File: config.mk
export PLATFORM = sky130hd
export DESIGN_NAME = fwd_hazard_unit_flat
export DESIGN_NICKNAME = d
export VERILOG_FILES = /design/src/rtl/fwd_hazard_unit_if.sv /design/src/rtl/fwd_hazard_unit.sv /design/src/flat_wrapper.sv
export SDC_FILE = /design/constraint.sdc
export NUM_CORES = 1
export LEC_CHECK = 0
export ABC_CLOCK_PERIOD_IN_PS = 2800
export BUFFER_PORTS_ARGS = -buffer_cell sky130_fd_sc_hd__clkbuf_2
export CAP_MARGIN = 15
export CORE_MARGIN = 2
export CORE_UTILIZATION = 45
export CTS_CLUSTER_SIZE = 8
export DETAILED_ROUTE_END_ITERATION = 16
export PLACE_DENSITY = 0.75
export SLEW_MARGIN = 20
export SYNTH_ARGS = -nofsm -noshare
export SYNTH_HDL_FRONTEND = slang
export SYNTH_SLANG_ARGS = --single-unit
File: constraint.sdc
create_clock -name clk_i -period 2.8 [get_ports clk_i]
set_input_delay 0 -clock clk_i [delete_from_list [all_inputs] [get_ports clk_i]]
set_output_delay 0 -clock clk_i [all_outputs]
set_load 0.01 [all_outputs]
File: src/rtl/fwd_hazard_unit_if.sv
// fwd_hazard_unit_if
// Groups the operand/forwarding/scoreboard signals between the pipeline
// and fwd_hazard_unit.
//   master : pipeline side, drives EX operand ids, forwarding sources,
//            issue/complete events; receives selects, stall and status.
//   slave  : the hazard unit itself.
// Optional macro FWD_PERF_CNT_EN adds the two performance counter outputs.
interface fwd_hazard_unit_if #(
  parameter int NUM_FWD_SRC = 2,
  parameter int REG_AW      = 5,
  parameter int SEL_W       = $clog2(NUM_FWD_SRC + 1)
);
  logic [REG_AW-1:0]             IDEX_rs1_i;
  logic [REG_AW-1:0]             IDEX_rs2_i;
  logic [REG_AW-1:0]             IDEX_rd_i;
  logic                          IDEX_rd_wren_i;
  logic [NUM_FWD_SRC*REG_AW-1:0] fwd_rd_i;
  logic [NUM_FWD_SRC-1:0]        fwd_wren_i;
  logic [NUM_FWD_SRC-1:0]        fwd_valid_i;
  logic                          issue_i;
  logic [REG_AW-1:0]             issue_rd_i;
  logic                          complete_i;
  logic [REG_AW-1:0]             complete_rd_i;
  logic [SEL_W-1:0]              rs1_sel_o;
  logic [SEL_W-1:0]              rs2_sel_o;
  logic                          stall_o;
  logic                          issue_ready_o;
  logic                          sb_err_o;
`ifdef FWD_PERF_CNT_EN
  logic [31:0]                   perf_stall_cnt_o;
  logic [31:0]                   perf_lu_cnt_o;
`endif

  modport master (
`ifdef FWD_PERF_CNT_EN
    input  perf_stall_cnt_o, perf_lu_cnt_o,
`endif
    output IDEX_rs1_i, IDEX_rs2_i, IDEX_rd_i, IDEX_rd_wren_i,
    output fwd_rd_i, fwd_wren_i, fwd_valid_i,
    output issue_i, issue_rd_i, complete_i, complete_rd_i,
    input  rs1_sel_o, rs2_sel_o, stall_o, issue_ready_o, sb_err_o
  );

  modport slave (
`ifdef FWD_PERF_CNT_EN
    output perf_stall_cnt_o, perf_lu_cnt_o,
`endif
    input  IDEX_rs1_i, IDEX_rs2_i, IDEX_rd_i, IDEX_rd_wren_i,
    input  fwd_rd_i, fwd_wren_i, fwd_valid_i,
    input  issue_i, issue_rd_i, complete_i, complete_rd_i,
    output rs1_sel_o, rs2_sel_o, stall_o, issue_ready_o, sb_err_o
  );
endinterface

File: src/rtl/fwd_hazard_unit.sv
// fwd_hazard_unit
// Forwarding-select and hazard detection for the EX stage. Picks the
// youngest matching forwarding source per operand, detects load-use
// hazards, and tracks long-latency destinations in a busy scoreboard.
// Ports:
//   clk_i  : clock
//   rst_ni : asynchronous active-low reset (clears scoreboard and error)
//   bus    : fwd_hazard_unit_if.slave (operands, forwarding sources,
//            issue/complete events, selects, stall, ready, sb_err)
// Optional macro FWD_PERF_CNT_EN adds saturating stall / load-use counters.
module fwd_hazard_unit #(
  parameter int NUM_FWD_SRC     = 2,
  parameter int REG_AW          = 5,
  parameter int MAX_OUTSTANDING = 4,
  parameter int SEL_W           = $clog2(NUM_FWD_SRC + 1)
) (
  input logic              clk_i,
  input logic              rst_ni,
  fwd_hazard_unit_if.slave bus
);
  localparam int NUM_REGS = 2 ** REG_AW;
  localparam int CNT_W    = $clog2(MAX_OUTSTANDING + 1);

  logic [NUM_REGS-1:0] busy_q, busy_d;
  logic [CNT_W-1:0]    out_cnt_q, out_cnt_d;
  logic                sb_err_q, sb_err_d;

  logic [REG_AW-1:0] src_rd [NUM_FWD_SRC];
  logic [SEL_W-1:0]  rs1_sel, rs2_sel;
  logic              rs1_lu, rs2_lu;
  logic              lu_stall, sb_stall, issue_stall, stall;
  logic              issue_ready;
  logic              complete_ok, issue_room, issue_busy, issue_set;

  // Scan from oldest to youngest so the youngest match overwrites; the
  // load-use flag follows the chosen source, so an older valid copy never
  // hides a younger one still in flight. rd==0 sources never match.
  always_comb begin
    rs1_sel = '0;
    rs2_sel = '0;
    rs1_lu  = 1'b0;
    rs2_lu  = 1'b0;
    for (int k = NUM_FWD_SRC - 1; k >= 0; k--) begin
      src_rd[k] = bus.fwd_rd_i[k*REG_AW +: REG_AW];
      if (bus.fwd_wren_i[k] && src_rd[k] != '0 && src_rd[k] == bus.IDEX_rs1_i) begin
        rs1_sel = SEL_W'(k + 1);
        rs1_lu  = ~bus.fwd_valid_i[k];
      end
      if (bus.fwd_wren_i[k] && src_rd[k] != '0 && src_rd[k] == bus.IDEX_rs2_i) begin
        rs2_sel = SEL_W'(k + 1);
        rs2_lu  = ~bus.fwd_valid_i[k];
      end
    end
  end

  // Stall sources: load-use, scoreboard RAW/WAW, and an issue that the
  // scoreboard cannot take this cycle.
  always_comb begin
    issue_ready = (out_cnt_q < CNT_W'(MAX_OUTSTANDING));
    lu_stall    = rs1_lu | rs2_lu;
    sb_stall    = busy_q[bus.IDEX_rs1_i] | busy_q[bus.IDEX_rs2_i]
                | (bus.IDEX_rd_wren_i & busy_q[bus.IDEX_rd_i]);
    issue_stall = bus.issue_i & ~issue_ready;
    stall       = lu_stall | sb_stall | issue_stall;
  end

  // Scoreboard next state. A valid complete in the same cycle frees a slot
  // and, when it targets the same rd, lets the new issue re-claim it.
  always_comb begin
    busy_d      = busy_q;
    out_cnt_d   = out_cnt_q;
    sb_err_d    = sb_err_q;
    complete_ok = bus.complete_i && bus.complete_rd_i != '0 && busy_q[bus.complete_rd_i];
    issue_room  = issue_ready | complete_ok;
    issue_busy  = busy_q[bus.issue_rd_i]
                & ~(complete_ok && bus.complete_rd_i == bus.issue_rd_i);
    issue_set   = bus.issue_i && issue_room && bus.issue_rd_i != '0 && !issue_busy;

    if (bus.complete_i && !complete_ok) sb_err_d = 1'b1;
    if (bus.issue_i && (!issue_room || (bus.issue_rd_i != '0 && issue_busy)))
      sb_err_d = 1'b1;

    if (complete_ok) busy_d[bus.complete_rd_i] = 1'b0;
    if (issue_set)   busy_d[bus.issue_rd_i]    = 1'b1;

    if (issue_set && !complete_ok)      out_cnt_d = out_cnt_q + CNT_W'(1);
    else if (!issue_set && complete_ok) out_cnt_d = out_cnt_q - CNT_W'(1);
  end

  always_ff @(posedge clk_i or negedge rst_ni) begin
    if (!rst_ni) begin
      busy_q    <= '0;
      out_cnt_q <= '0;
      sb_err_q  <= 1'b0;
    end else begin
      busy_q    <= busy_d;
      out_cnt_q <= out_cnt_d;
      sb_err_q  <= sb_err_d;
    end
  end

  assign bus.rs1_sel_o     = rs1_sel;
  assign bus.rs2_sel_o     = rs2_sel;
  assign bus.stall_o       = stall;
  assign bus.issue_ready_o = issue_ready;
  assign bus.sb_err_o      = sb_err_q;

`ifdef FWD_PERF_CNT_EN
  logic [31:0] stall_cnt_q, stall_cnt_d;
  logic [31:0] lu_cnt_q, lu_cnt_d;

  // Saturating counters; the load-use counter only counts cycles where
  // no other hazard would have stalled anyway.
  always_comb begin
    stall_cnt_d = stall_cnt_q;
    lu_cnt_d    = lu_cnt_q;
    if (stall && stall_cnt_q != '1) stall_cnt_d = stall_cnt_q + 32'd1;
    if (lu_stall && !sb_stall && !issue_stall && lu_cnt_q != '1)
      lu_cnt_d = lu_cnt_q + 32'd1;
  end

  always_ff @(posedge clk_i or negedge rst_ni) begin
    if (!rst_ni) begin
      stall_cnt_q <= '0;
      lu_cnt_q    <= '0;
    end else begin
      stall_cnt_q <= stall_cnt_d;
      lu_cnt_q    <= lu_cnt_d;
    end
  end

  assign bus.perf_stall_cnt_o = stall_cnt_q;
  assign bus.perf_lu_cnt_o    = lu_cnt_q;
`endif
endmodule

File: src/flat_wrapper.sv
// flat-port wrapper written by rule: the top's interface ports become plain ports
module fwd_hazard_unit_flat 
#(
  parameter int NUM_FWD_SRC     = 2,
  parameter int REG_AW          = 5,
  parameter int MAX_OUTSTANDING = 4,
  parameter int SEL_W           = $clog2(NUM_FWD_SRC + 1)
)
  (clk_i, rst_ni, bus_IDEX_rs1_i, bus_IDEX_rs2_i, bus_IDEX_rd_i, bus_IDEX_rd_wren_i, bus_fwd_rd_i, bus_fwd_wren_i, bus_fwd_valid_i, bus_issue_i, bus_issue_rd_i, bus_complete_i, bus_complete_rd_i, bus_rs1_sel_o, bus_rs2_sel_o, bus_stall_o, bus_issue_ready_o, bus_sb_err_o);
  fwd_hazard_unit_if #(.NUM_FWD_SRC(NUM_FWD_SRC), .REG_AW(REG_AW), .SEL_W(SEL_W)) bus_i ();
  input logic clk_i;
  input logic rst_ni;
  input wire logic [$bits(bus_i.IDEX_rs1_i)-1:0] bus_IDEX_rs1_i;
  input wire logic [$bits(bus_i.IDEX_rs2_i)-1:0] bus_IDEX_rs2_i;
  input wire logic [$bits(bus_i.IDEX_rd_i)-1:0] bus_IDEX_rd_i;
  input wire logic [$bits(bus_i.IDEX_rd_wren_i)-1:0] bus_IDEX_rd_wren_i;
  input wire logic [$bits(bus_i.fwd_rd_i)-1:0] bus_fwd_rd_i;
  input wire logic [$bits(bus_i.fwd_wren_i)-1:0] bus_fwd_wren_i;
  input wire logic [$bits(bus_i.fwd_valid_i)-1:0] bus_fwd_valid_i;
  input wire logic [$bits(bus_i.issue_i)-1:0] bus_issue_i;
  input wire logic [$bits(bus_i.issue_rd_i)-1:0] bus_issue_rd_i;
  input wire logic [$bits(bus_i.complete_i)-1:0] bus_complete_i;
  input wire logic [$bits(bus_i.complete_rd_i)-1:0] bus_complete_rd_i;
  output wire logic [$bits(bus_i.rs1_sel_o)-1:0] bus_rs1_sel_o;
  output wire logic [$bits(bus_i.rs2_sel_o)-1:0] bus_rs2_sel_o;
  output wire logic [$bits(bus_i.stall_o)-1:0] bus_stall_o;
  output wire logic [$bits(bus_i.issue_ready_o)-1:0] bus_issue_ready_o;
  output wire logic [$bits(bus_i.sb_err_o)-1:0] bus_sb_err_o;
  assign bus_i.IDEX_rs1_i = bus_IDEX_rs1_i;
  assign bus_i.IDEX_rs2_i = bus_IDEX_rs2_i;
  assign bus_i.IDEX_rd_i = bus_IDEX_rd_i;
  assign bus_i.IDEX_rd_wren_i = bus_IDEX_rd_wren_i;
  assign bus_i.fwd_rd_i = bus_fwd_rd_i;
  assign bus_i.fwd_wren_i = bus_fwd_wren_i;
  assign bus_i.fwd_valid_i = bus_fwd_valid_i;
  assign bus_i.issue_i = bus_issue_i;
  assign bus_i.issue_rd_i = bus_issue_rd_i;
  assign bus_i.complete_i = bus_complete_i;
  assign bus_i.complete_rd_i = bus_complete_rd_i;
  assign bus_rs1_sel_o = bus_i.rs1_sel_o;
  assign bus_rs2_sel_o = bus_i.rs2_sel_o;
  assign bus_stall_o = bus_i.stall_o;
  assign bus_issue_ready_o = bus_i.issue_ready_o;
  assign bus_sb_err_o = bus_i.sb_err_o;
  fwd_hazard_unit #(.NUM_FWD_SRC(NUM_FWD_SRC), .REG_AW(REG_AW), .MAX_OUTSTANDING(MAX_OUTSTANDING), .SEL_W(SEL_W)) u_core (.clk_i(clk_i), .rst_ni(rst_ni), .bus(bus_i));
endmodule
== After elaboration in Yosys (flattened, before gate mapping) ==
Index checks and enable logic that the tools add are counted.

* Divide/modulo/power cells: 0
* Equality and inequality tests: 5
* Mux-type cells: 28
* Reductions and logical operators: 30
* Bitwise operators: 16
* Shifts and indexed selects: 0
* $add $sub $neg: 2
* Order comparisons: 8
* Multipliers: 0

{| class="wikitable"
|+ Operators by type and width
! cell !! number
|-
| $mux 32 || 2
|-
| $and 32x32->32 || 1
|-
| $not 32->32 || 1
|-
| $or 32x32->32 || 1
|-
| $lt 5x6->1 const B || 5
|-
| $bmux 1 s5 || 5
|-
| $eq 5x5->1 || 5
|-
| $reduce_bool 5->1 || 4
|-
| $logic_and 1x1->1 || 19
|-
| $mux 1 || 13
|-
| $demux 1 s5 || 2
|-
| $ge 5x1->1 const B || 2
|-
| $mux 2 || 4
|-
| $mux 3 || 2
|-
| $or 1x1->1 || 6
|-
| $logic_not 1->1 || 4
|-
| $not 1->1 || 4
|-
| $reduce_bool 2->1 || 2
|-
| $add 3x1->3 const B || 1
|-
| $and 1x1->1 || 3
|-
| $lt 3x3->1 const B || 1
|-
| $sub 3x1->3 const B || 1
|-
| $logic_or 1x1->1 || 1
|}

* ROM bits: 0
* Bits in latches: 0
* Register bits: 36
* RAM bits: 0
* Logic and storage cells: 92
* Output and inout bits: 7
* Memories: 0
* Input bits: 44

== Longest topological paths before layout ==
* Depth in word-level cells: 12
* Gate-level depth with buffers: 16
* Depth with buffers taken out: 13

== Worst setup path after synthesis ==
No wires, ideal clock.

* Path type: register to register
* From: register u_core.busy_q[31]
* To: register u_core.out_cnt_q[1]
* Arrival: 2.660 ns
* Stages on the path, launching flop included: 13
* Setup slack: 0.015 ns
* Required time: 2.675 ns
* Period minus slack after synthesis: 2.785 ns
* Cells stage by stage: dfrtp_1 > mux2i_1 > o22ai_1 > nor4_1 > o22ai_4 > nand3_2 > o22ai_2 > buf_2 > and2_1 > ha_1 > inv_1 > fa_1 > mux2_2

* Elaborated cells between the ends (all ways): 19

{| class="wikitable"
|+ RTL lines
! what !! RTL line !! RTL
|-
| start, declared || fwd_hazard_unit.sv:24 || <nowiki>logic [NUM_REGS-1:0] busy_q, busy_d;</nowiki>
|-
| start signal, assigned || fwd_hazard_unit.sv:96 || <nowiki>busy_q <= busy_d;</nowiki>
|-
| $bmux 1 s5 || fwd_hazard_unit.sv:73 || <nowiki>complete_ok = bus.complete_i && bus.complete_rd_i != '0 && busy_q[bus.complete_rd_i];</nowiki>
|-
| $mux 1 (not written as such) || fwd_hazard_unit.sv:73 ||
|-
| $logic_and 1x1->1 || fwd_hazard_unit.sv:73 ||
|-
| $logic_and 1x1->1 || fwd_hazard_unit.sv:76 || <nowiki>& ~(complete_ok && bus.complete_rd_i == bus.issue_rd_i);</nowiki>
|-
| $not 1->1 || fwd_hazard_unit.sv:76 ||
|-
| $and 1x1->1 || fwd_hazard_unit.sv:76 ||
|-
| $logic_not 1->1 || fwd_hazard_unit.sv:77 || <nowiki>issue_set = bus.issue_i && issue_room && bus.issue_rd_i != '0 && !issue_busy;</nowiki>
|-
| $logic_and 1x1->1 || fwd_hazard_unit.sv:77 ||
|-
| $logic_and 1x1->1 (*) || fwd_hazard_unit.sv:86 || <nowiki>if (issue_set && !complete_ok) out_cnt_d = out_cnt_q + CNT_W'(1);</nowiki>
|-
| $mux 3 (*) || fwd_hazard_unit.sv:86 ||
|-
| named net u_core.out_cnt_d[1] || fwd_hazard_unit.sv:25 || <nowiki>logic [CNT_W-1:0] out_cnt_q, out_cnt_d;</nowiki>
|-
| end signal, assigned || fwd_hazard_unit.sv:97 || <nowiki>out_cnt_q <= out_cnt_d;</nowiki>
|-
| end, declared || fwd_hazard_unit.sv:25 ||
|}

Mark *: on every way through the listed nets, which the timed path passes. The rest lies on a longest branch. The select of a mux whose other input is x is not followed.
A chain may end at the register's enable or synchronous reset.

== Worst setup path after layout ==
* From: register u_core.busy_q[16]
* To: register u_core.out_cnt_q[1]

Same word-level chain as after synthesis.

==> flow_summary.toml <==
[run]
maxCapViolCount = 0

[timing]
period_share = 0.9879
tightest_slew_ns = 0.9527
rsz0062_at_grt = "yes"
slew-limit-headroom = 0.3649
setup_viol = 0
period_needed_ns = 2.766
max_freq_mhz = 361.5
clock_skew_ns = 0.01092
slew_violations = 0
final_hold_viol_count = 0

[floorplan]
dieArea_um2 = 8661
rows = 32
io-pin-count = 51
die_h_um = 93.07
core_area_um2 = 7687
start_util = 0.4644
die_x_um = 93.07

[detailed_routing]
vias_per_cell = 6.713
routed_wl_um = 11550
vias = 3370
wire_per_inst_um = 23.01
route.detailed.drc = 0
first_pass_iters = 5
ant_nets = 0
initialDrtViolationCount = 454

[critical_path]
r2r_slack_ns = 0.03
reg2reg_to = "u_core.out_cnt_q[1]"
cp-end-kind = "flop"
crit_fanout = 3
ff2ff_path_depth = 11
critPathMaxStageDelay_ns = 0.41
crit_buf_inv = 1
path_class = "reg2reg"
cp-startpoint = "u_core.busy_q[16]"
worstPathCellList = "mux2i_1, nor4b_2, nor4_2, o211ai_1, o31a_1, o22ai_4, and2_4, ha_4, inv_2, fa_2, mux2_4"
critPathSlowestCell = "dfrtp_1"
worstSetupStartpointType = "flop"
cp_top_family = "simple AND/OR/NAND/NOR gates"
cp.required_ns = 3.00
r2r_start = "u_core.busy_q[16]"
critPathCapture = "u_core.out_cnt_q[1]"
crit_arrival_ns = 2.96
crit_cells = 11

[cells_and_area]
diodes = 0
drive_gt1_frac = 0.4150
fin_nets = 445
fillerInstances = 644
multi_input_area_um2 = 2616
area_delta_synth_final_pct = 23.45
utilization = 0.5732
seq_area_um2 = 917.1
instances_no_fill = 502

[logic_synthesis]
synth_edf_count = 0
ys_seq_elements = 36
ys_seq_area_frac = 0.2524
synthDistinctLibCells = 57
postSynthNetCount = 375
netlist_area_um2 = 3570
synth_cells = 329
syn_avg_cell_area_um2 = 10.85
ys.flop_type = "dfrtp_1"
async_flop_share = 1.000
ys_warn_count = 0

[placement]
port_buffers = 50
dp_hpwl_um = 8444
post-place-cells = 482
gp_congestion = 0.9673

[hold_path]
hp-class = "in2reg"
min-delay-start = "bus_complete_i"

[clocking]
tritoncts = "done"
insertion_delay_ns = 0.31
cts-root-buf = "clkbuf_8"
clkSinkCount = 36
clockBufferDepth = 2
htreeDepth = 2
cts_buffers = 5
clkTransAtPathRegs_ns = 0.07

[outcome]
status = "complete, no violations"

[grt]
track_usage = 0.2744
grt_max_degree = 37
grt_pass1_vias = 3326
antenna_found_initial = 0
grt_pass1_wl_um = 18140
gr-total-overflow = 0

[power_and_ir_drop]
peakVddDrop_mv = 0.2213
powerDensity_nw_per_um2 = 579.8
leakagePower_nw = 1.834
finalPower_mw = 2.555
per-layer routing:
layer | track usage | vias to the layer above | part of all wire
li1 | - | 1459 | -
met1 | 0.3687 | 1652 | 0.40
met2 | 0.4342 | 216 | 0.46
met3 | 0.05721 | 43 | 0.092
met4 | 0.1127 | 0 | 0.044
met5 | 0 | - | 0
registers in the layout (all words and copies together) (netlist names):
signal / flops
u_core.bus.sb_err_o: 1
u_core.busy_q: 32
u_core.out_cnt_q: 3
kinds of logic after synthesis:
| logic type | after synthesis | share of synthesized area |
|---|---|---|
| simple gates | 82 | 0.1444 |
| compound gates | 79 | 0.1861 |
| mux | 65 | 0.2916 |
| buf+inv | 37 | 0.04767 |
| flops | 36 | 0.2524 |
| fa+ha+maj | 2 | 0.009113 |
| xor+xnor | 28 | 0.06870 |
layout by cell type, fill, tap and decap left out, types with 4 or more instances in the layout:
| cell type | n |
|---|---|
| nor2_1 | 12 |
| nand3_1 | 7 |
| inv_1 | 5 |
| nor4_1 | 5 |
| nor3_1 | 7 |
| o21a_1 | 21 |
| buf_4 | 39 |
| or4_1 | 5 |
| mux2i_1 | 31 |
| a32o_1 | 7 |
| dfrtp_1 | 23 |
| mux4_2 | 31 |
| nand3b_1 | 4 |
| or3b_1 | 4 |
| clkbuf_2 | 50 |
| a31o_1 | 22 |
| nand2b_1 | 5 |
| xor2_1 | 17 |
| clkbuf_8 | 5 |
| dfrtp_2 | 13 |
| xnor2_1 | 11 |
| nand2_1 | 9 |
through the flow:
stage / cell area, um^2 / setup TNS [ns] / hold WS, ns / worst slack, ns
after detailed placement: 4065 / -0.07233 / 0.1882 / -0.07233
final: 4407 / 0 / 0.1799 / 0.03395
after global placement: 4065 / -0.03695 / 0.1772 / -0.03695
after floorplan: 3570 / 0 / -0.2956 / 0.01547
after CTS: 4199 / 0 / 0.1477 / 0.03956
after global routing: 4407 / -0.1525 / 0.1972 / -0.08791
where the power goes:
| part | internal, mW | leakage [nW] | switching [mW] |
|---|---|---|---|
| clock | 0.264 | 0.0552 | 0.206 |
| sequential | 0.666 | 0.450 | 0.213 |
| combinational | 0.675 | 1.33 | 0.531 |
cell type report:
class                      instances  share of cell area
clock buffer                       6             0.01647
clock inverter                     2            0.007950
tap                              102             0.02896
timing repair buffer              94              0.1397
multi-input combinational        256              0.5937
sequential                        36              0.2081
inverter                           6            0.005111
synthesized netlist by cell type, types with 5 or more instances:
master / number / area [um^2]
nand3_1: 7 / 35.03
nor4_1: 8 / 50.05
o21a_1: 21 / 157.7
mux2i_1: 32 / 320.3
inv_1: 6 / 22.52
a31o_1: 22 / 192.7
a32o_1: 7 / 70.07
nor2_1: 12 / 45.04
nand2b_1: 5 / 31.28
mux4_2: 31 / 698.2
xor2_1: 17 / 148.9
xnor2_1: 11 / 96.34
clkbuf_1: 13 / 48.80
buf_2: 13 / 65.06
or4_1: 5 / 37.54
nor3_1: 7 / 35.03
nand2_1: 9 / 33.78
dfrtp_1: 36 / 900.9
how the worst min path moves through the flow:
stage,end,cells past startpoint
after global routing,u_core.bus.sb_err_o,3
final,u_core.bus.sb_err_o,3
after floorplan,u_core.bus.sb_err_o,0
after CTS,u_core.bus.sb_err_o,3
after global placement,u_core.bus.sb_err_o,1
after detailed placement,u_core.busy_q[11],1
timing repair:
action | in CTS | in global routing
setup buffers | 0 | 11
pin swaps | 0 | 10
gates cloned | 0 | 0
hold buffers | 1 | 0
endpoints found under the setup margin | 2 | 2
gates resized for setup | 3 | 33
endpoints found under the hold margin | 36 | 0
worst reg2reg max path, cell delays in order (launching register included):
cell and delay, ns:
dfrtp_1 0.41, mux2i_1 0.11, nor4b_2 0.36, nor4_2 0.10, o211ai_1 0.27, o31a_1 0.28
o22ai_4 0.08, and2_4 0.17, ha_4 0.15, inv_2 0.05, fa_2 0.41, mux2_4 0.27
(Power assumes the default switching activity.)
